**src/rtl/mult_thread_arbiter.sv**
```systemverilog
// Round-robin arbiter sharing one single-cycle multiplier between threads, with an
// in-order result buffer. Define MULT_ARB_FLUSH_EN to add per-thread flush.
module mult_thread_arbiter #(
  parameter int NUM_THREADS   = 2,
  parameter int XLEN          = 64,
  parameter int TRANS_ID_BITS = 3,
  parameter int RES_DEPTH     = 4,
  parameter int FU_OP_W       = 4,
  localparam int TW = (NUM_THREADS > 1) ? $clog2(NUM_THREADS) : 1,
  localparam int PW = $clog2(RES_DEPTH)
) (
  input  logic                                      clk_i,
  input  logic                                      rst_ni,
  input  logic [NUM_THREADS-1:0]                    req_valid_i,
  output logic [NUM_THREADS-1:0]                    req_ready_o,
  input  logic [NUM_THREADS-1:0][FU_OP_W-1:0]       req_op_i,
  input  logic [NUM_THREADS-1:0][XLEN-1:0]          req_a_i,
  input  logic [NUM_THREADS-1:0][XLEN-1:0]          req_b_i,
  input  logic [NUM_THREADS-1:0][TRANS_ID_BITS-1:0] req_trans_id_i,
`ifdef MULT_ARB_FLUSH_EN
  input  logic [NUM_THREADS-1:0]                    flush_i,
`endif
  output logic                                      mul_valid_o,
  output logic [FU_OP_W-1:0]                        mul_op_o,
  output logic [XLEN-1:0]                           mul_a_o,
  output logic [XLEN-1:0]                           mul_b_o,
  output logic [TRANS_ID_BITS-1:0]                  mul_trans_id_o,
  output logic [TW-1:0]                             mul_thread_id_o,
  input  logic                                      mul_valid_i,
  input  logic [XLEN-1:0]                           mul_result_i,
  input  logic [TRANS_ID_BITS-1:0]                  mul_trans_id_i,
  input  logic [TW-1:0]                             mul_thread_id_i,
  output logic                                      wb_valid_o,
  input  logic                                      wb_ready_i,
  output logic [XLEN-1:0]                           wb_result_o,
  output logic [TRANS_ID_BITS-1:0]                  wb_trans_id_o,
  output logic [TW-1:0]                             wb_thread_id_o
);

  logic                     active_q;
  logic [TW-1:0]            rr_q, rr_d;
  logic                     inflight_q;
  logic [PW:0]              count_q, count_d;
  logic [PW-1:0]            wr_ptr_q, rd_ptr_q;
  logic [XLEN-1:0]          res_q [RES_DEPTH];
  logic [TRANS_ID_BITS-1:0] tid_q [RES_DEPTH];
  logic [TW-1:0]            thr_q [RES_DEPTH];

  logic [NUM_THREADS-1:0]   eligible_s;
  logic [TW:0]              pick_s;
  logic [TW-1:0]            winner_s;
  logic [PW:0]              credit_s;
  logic                     issue_s, push_s, pop_s, empty_s, full_s;

  // Returns {found, index} of the first requester at or after ptr, wrapping.
  function automatic logic [TW:0] rr_pick(input logic [NUM_THREADS-1:0] req,
                                          input logic [TW-1:0]          ptr);
    int idx;
    rr_pick = '0;
    for (int i = NUM_THREADS - 1; i >= 0; i--) begin
      idx = (int'(ptr) + i) % NUM_THREADS;
      if (req[idx]) rr_pick = {1'b1, idx[TW-1:0]};
    end
  endfunction

`ifdef MULT_ARB_FLUSH_EN
  assign eligible_s = req_valid_i & ~flush_i;
`else
  assign eligible_s = req_valid_i;
`endif

  assign pick_s   = rr_pick(eligible_s, rr_q);
  assign winner_s = pick_s[TW-1:0];
  // Free slots once the result currently inside the multiplier has landed.
  assign credit_s = (PW+1)'(RES_DEPTH) - count_q - {{PW{1'b0}}, inflight_q};
  assign issue_s  = active_q & pick_s[TW] & (credit_s != '0);

  always_comb begin
    req_ready_o = '0;
    rr_d        = rr_q;
    if (issue_s) begin
      req_ready_o[winner_s] = 1'b1;
      rr_d = (winner_s == TW'(NUM_THREADS - 1)) ? '0 : winner_s + TW'(1);
    end else begin
      rr_d = rr_q;
    end
  end

  assign mul_valid_o     = issue_s;
  assign mul_op_o        = req_op_i[winner_s];
  assign mul_a_o         = req_a_i[winner_s];
  assign mul_b_o         = req_b_i[winner_s];
  assign mul_trans_id_o  = req_trans_id_i[winner_s];
  assign mul_thread_id_o = winner_s;

  assign empty_s        = (count_q == '0);
  assign full_s         = (count_q == (PW+1)'(RES_DEPTH));
  assign wb_result_o    = res_q[rd_ptr_q];
  assign wb_trans_id_o  = tid_q[rd_ptr_q];
  assign wb_thread_id_o = thr_q[rd_ptr_q];

`ifdef MULT_ARB_FLUSH_EN
  logic [RES_DEPTH-1:0] live_q;

  // A result returning for a thread being flushed this cycle is dropped outright.
  assign push_s     = active_q & mul_valid_i & ~flush_i[mul_thread_id_i];
  assign wb_valid_o = ~empty_s & live_q[rd_ptr_q];
  assign pop_s      = ~empty_s & (~live_q[rd_ptr_q] | wb_ready_i);

  always_ff @(posedge clk_i or negedge rst_ni) begin
    if (!rst_ni) begin
      live_q <= '0;
    end else begin
      for (int i = 0; i < RES_DEPTH; i++) begin
        if (push_s && (wr_ptr_q == PW'(i))) begin
          live_q[i] <= 1'b1;
        end else if (flush_i[thr_q[i]]) begin
          live_q[i] <= 1'b0;
        end else begin
          live_q[i] <= live_q[i];
        end
      end
    end
  end
`else
  assign push_s     = active_q & mul_valid_i;
  assign wb_valid_o = ~empty_s;
  assign pop_s      = wb_valid_o & wb_ready_i;
`endif

  always_comb begin
    count_d = count_q;
    case ({push_s, pop_s})
      2'b10:   count_d = count_q + (PW+1)'(1);
      2'b01:   count_d = count_q - (PW+1)'(1);
      default: count_d = count_q;
    endcase
  end

  // active_q holds off grants until the first clock edge after reset release.
  always_ff @(posedge clk_i or negedge rst_ni) begin
    if (!rst_ni) begin
      active_q   <= 1'b0;
      rr_q       <= '0;
      inflight_q <= 1'b0;
      count_q    <= '0;
      wr_ptr_q   <= '0;
      rd_ptr_q   <= '0;
      for (int i = 0; i < RES_DEPTH; i++) begin
        res_q[i] <= '0;
        tid_q[i] <= '0;
        thr_q[i] <= '0;
      end
    end else begin
      active_q   <= 1'b1;
      rr_q       <= rr_d;
      inflight_q <= issue_s;
      count_q    <= count_d;
      if (push_s) begin
        res_q[wr_ptr_q] <= mul_result_i;
        tid_q[wr_ptr_q] <= mul_trans_id_i;
        thr_q[wr_ptr_q] <= mul_thread_id_i;
        wr_ptr_q        <= wr_ptr_q + PW'(1);
      end
      if (pop_s) rd_ptr_q <= rd_ptr_q + PW'(1);
    end
  end

  a_no_overflow: assert property (@(posedge clk_i) disable iff (!rst_ni)
                                  (push_s && full_s) |-> pop_s);

endmodule

```
**config.mk**
```make
export PLATFORM = sky130hd
export DESIGN_NAME = mult_thread_arbiter
export DESIGN_NICKNAME = d
export VERILOG_FILES = /design/src/rtl/mult_thread_arbiter.sv
export SDC_FILE = /design/constraint.sdc
export NUM_CORES = 1
export LEC_CHECK = 0
export ABC_AREA = 1
export CAP_MARGIN = 15
export CELL_PAD_IN_SITES_DETAIL_PLACEMENT = 1
export CELL_PAD_IN_SITES_GLOBAL_PLACEMENT = 2
export CORE_ASPECT_RATIO = 0.8
export CORE_UTILIZATION = 24
export DETAILED_ROUTE_END_ITERATION = 12
export MAX_ROUTING_LAYER = met4
export PLACE_DENSITY = 0.88
export SETUP_SLACK_MARGIN = 0.02
export SLEW_MARGIN = 20
export SYNTH_ARGS = -nofsm -noshare
export SYNTH_HDL_FRONTEND = slang
export SYNTH_SLANG_ARGS = --single-unit
```
**constraint.sdc**
```tcl
create_clock -name clk_i -period 2.16 [get_ports clk_i]
set_clock_uncertainty 0.05 [all_clocks]
set_input_delay 0.432 -clock clk_i [delete_from_list [all_inputs] [get_ports clk_i]]
set_output_delay 0.432 -clock clk_i [all_outputs]
set_load 0.01 [all_outputs]
```
==> impl_metrics.py <==
metrics = {
    "outcome": {
        "status": "complete, but fails checks",
        "violations": "negative setup slack",
    },
    "layout": {
        "nNetsFinal": 2837,
        "post-route-util": 0.425,
        "seq_area_um2": 7060,
        "syn2layout_area_growth_pct": 73.4,
        "drive_gt1_frac": 0.268,
        "multiInputGateArea_um2": 6900,
        "fill_cells": 6629,
    },
    "timing": {
        "rsz0062_at_grt": "true",
        "relSlewSlack": 0.641,
        "min_period_ns": 2.63,
        "period_share": 1.22,
        "slew_viol_final": 0,
        "fmax_ghz": 0.380,
        "tightest_slew_ns": 0.538,
        "fin_setup_tns_ns": -69.38,
        "setup_slack_ns": -0.474,
        "setup_viol": 209,
        "finalHoldViolations": 0,
        "finalHoldWorstSlack_ns": 0.347,
    },
    "place": {
        "hpwl_um": 52600,
        "place_congestion": 1.00,
        "io_buffers": 551,
    },
    "pwr": {
        "p_sw_uw": 13300,
        "internal_power_uw": 19100,
        "p_leak_uw": 0.0116,
        "peakVddDrop_v": 0.000714,
        "switching_share": 0.410,
        "clockPowerShare": 0.163,
        "powerDensity_nw_per_um2": 1340,
        "combPwrFrac": 0.550,
        "seq_power_share": 0.287,
    },
    "yosys": {
        "synth_area_leaders": "dfrtp_1, nand2_1, o21ai_1",
        "synth_nets": 2182,
        "yosysWarningCount": 0,
        "yosys-top-cells-count": "nand2_1, dfrtp_1, o21ai_1",
        "avgSynthCellArea_um2": 7.64,
        "synth_seq_area_share": 0.505,
        "syn_inst": 1830,
        "synth_cell_types": 27,
        "synth_ff_type": "dfrtp_1",
        "syn-cell-area_um2": 14000,
        "synth_top_area_cell": "dfrtp_1",
        "async_flop_share": 1.00,
        "netlist.area_leader.share": 0.505,
        "ys_ff_latch": 282,
        "synth_edf_count": 0,
        "yosysMostFrequentCell": "nand2_1",
    },
    "routing": {
        "viasPerCell": 4.78,
        "drtIter0Drc": 1029,
        "postRouteAntennaNets": 0,
        "drc": 0,
        "wirelength_um": 76800,
        "vias": 15645,
        "wl_per_cell_um": 23.4,
        "drtPass1Iterations": 5,
    },
    "global_route": {
        "grt.busiest_layer": "met2",
        "grt_pass1_vias": 16044,
        "grt_pass1_wl_um": 106000,
        "grt_max_degree": 81,
        "antenna_found_initial": 10,
        "overflow": 0,
        "grtUsageTotal": 0.249,
        "met1_usage": 0.315,
        "gr-usage-met2": 0.386,
        "grtUsageMet3": 0.0694,
    },
    "setup_path": {
        "crit_end": "mul_b_o[7]",
        "start_kind": "register",
        "r2r_setup_slack_ns": -0.08,
        "cp-end-kind": "primary output",
        "cp-startpoint": "rr_q",
        "required_ns": 1.68,
        "cp.arrival_ns": 2.15,
        "critPathMaxFanout": 7,
        "rr_endpoint": "count_q[2]",
        "r2r_cells": 11,
        "critPathKind": "register to primary output",
        "reg2reg_from": "count_q[1]",
    },
    "run": {
        "drv_cap": 0,
    },
    "clock_tree": {
        "cts-root-buf": "clkbuf_16",
        "clock_sinks": 282,
        "worst_skew_pair.late_latency_ns": 0.57,
        "htreeDepth": 1,
        "clock_path_buffers": 3,
        "numCtsBuffers": 31,
        "cts_tree": "built",
        "clkTransAtPathRegs_ns": 0.06,
    },
    "floorplanning": {
        "die_w_um": 272,
        "ios": 552,
        "start_util": 0.245,
        "die_area_um2": 59200,
        "core_um2": 57100,
        "row_count": 78,
        "dieHeight_um": 218,
    },
    "hold_path": {
        "hp-class": "input pin to asynchronous set/reset pin",
    },
}
## repair_timing
| action | CTS | global route |
|---|---|---|
| setup endpoints to repair | 209 | 210 |
| hold buffers | 1 | 0 |
| endpoints found under the hold margin | 54 | 0 |
| gates cloned | 15 | 15 |
| pin swaps | 23 | 52 |
| setup buffers | 28 | 56 |
| resized for setup | 774 | 495 |
## cells by family after synthesis
| kind of cell | share of synthesized area |
|---|---|
| AO/OA/AOI/OAI | 0.179 |
| XOR/XNOR | 0.00188 |
| adder cells (fa/ha/maj) | 0.00770 |
| buffers and inverters | 0.0778 |
| flip-flops | 0.505 |
| other | 0.000268 |
| AND/OR/NAND/NOR | 0.229 |
## critical path: stages (launching register included)
cell,delay (ns)
dfrtp_1,0.41
o21ai_4,0.20
buf_12,0.18
inv_16,0.06
buf_12,0.15
clkbuf_16,0.17
nand2_2,0.06
nand2_2,0.06
buf_12,0.14
buf_6,0.12
## through the flow
| step | setup slack, ns | cell area [um^2] | total power (uW) | cells |
|---|---|---|---|---|
| 4_1_cts | -0.488 | 23000 | 30000 | 3212 |
| 5_1_grt | -0.518 | 24200 | 34500 | 3275 |
| 6_report | -0.474 | 24200 | 32400 | 3276 |
| 3_3_place_gp | -0.830 | 21000 | 23500 | 3112 |
| 2_1_floorplan | 0.288 | 14000 | 16000 | 1830 |
| 3_5_place_dp | -0.834 | 21000 | 24000 | 3112 |
## metal layers
metal / part of all wire / routed length, um
met5: 0 / 0
met4: 0.026 / 1990
met3: 0.070 / 5360
met2: 0.47 / 36300
met1: 0.43 / 33200
## sequential cells by signal (all words and copies together), names as in the netlist
| signal | flops |
|---|---|
| rd_ptr_q | 2 |
| res_q | 256 |
| active_q | 1 |
| rr_q | 1 |
| count_q | 3 |
| wr_ptr_q | 2 |
| tid_q | 12 |
| thr_q | 4 |
| inflight_q | 1 |
## placed cells by master (no fill, tap or decap), types with 6 or more instances in the layout
cell type,n
clkdlybuf4s15_2,7
buf_12,48
o21ai_1,242
nand2_2,83
o22ai_2,18
dfrtp_1,280
o21ai_2,24
clkbuf_1,6
buf_4,121
dlygate4sd2_1,10
o21ai_4,7
clkdlybuf4s50_1,343
nor2_4,7
buf_2,70
nor2_2,25
diode_2,8
inv_1,78
clkbuf_2,18
buf_8,17
nand2_8,12
buf_16,15
clkbuf_8,9
o22ai_1,49
nor2_1,106
clkbuf_16,44
nand2_1,569
o21ai_0,139
buf_6,85
nand2_4,33
clkinv_2,7
## power groups by stage
stage | Sequential [uW] | Combinational [uW] | Clock, uW
after global routing | 9590 | 19200 | 5650
after detailed placement | 9120 | 14900 | 0
final | 9310 | 17800 | 5280
after global placement | 8960 | 14500 | 0
after floorplan | 8720 | 7250 | 0
after CTS | 9100 | 15400 | 5440
## layout make-up
class                      count  area share
tap                          760      0.0392
clock inverter                10     0.00382
inverter                      85      0.0147
timing repair buffer         749       0.326
sequential                   282       0.291
clock buffer                  46      0.0380
timing repair inverter         2     0.00114
multi-input combinational   1334       0.285
antenna                        8    0.000826
## how the worst min path moves through the flow
stage | end | startpoint | cells past startpoint
after CTS | res_q[98] | rst_ni | 2
after floorplan | active_q | rst_ni | 0
after detailed placement | res_q[34] | rst_ni | 1
after global routing | res_q[98] | rst_ni | 2
final | res_q[98] | rst_ni | 2
after global placement | res_q[34] | rst_ni | 1
Power figures use the tool's default switching activity.
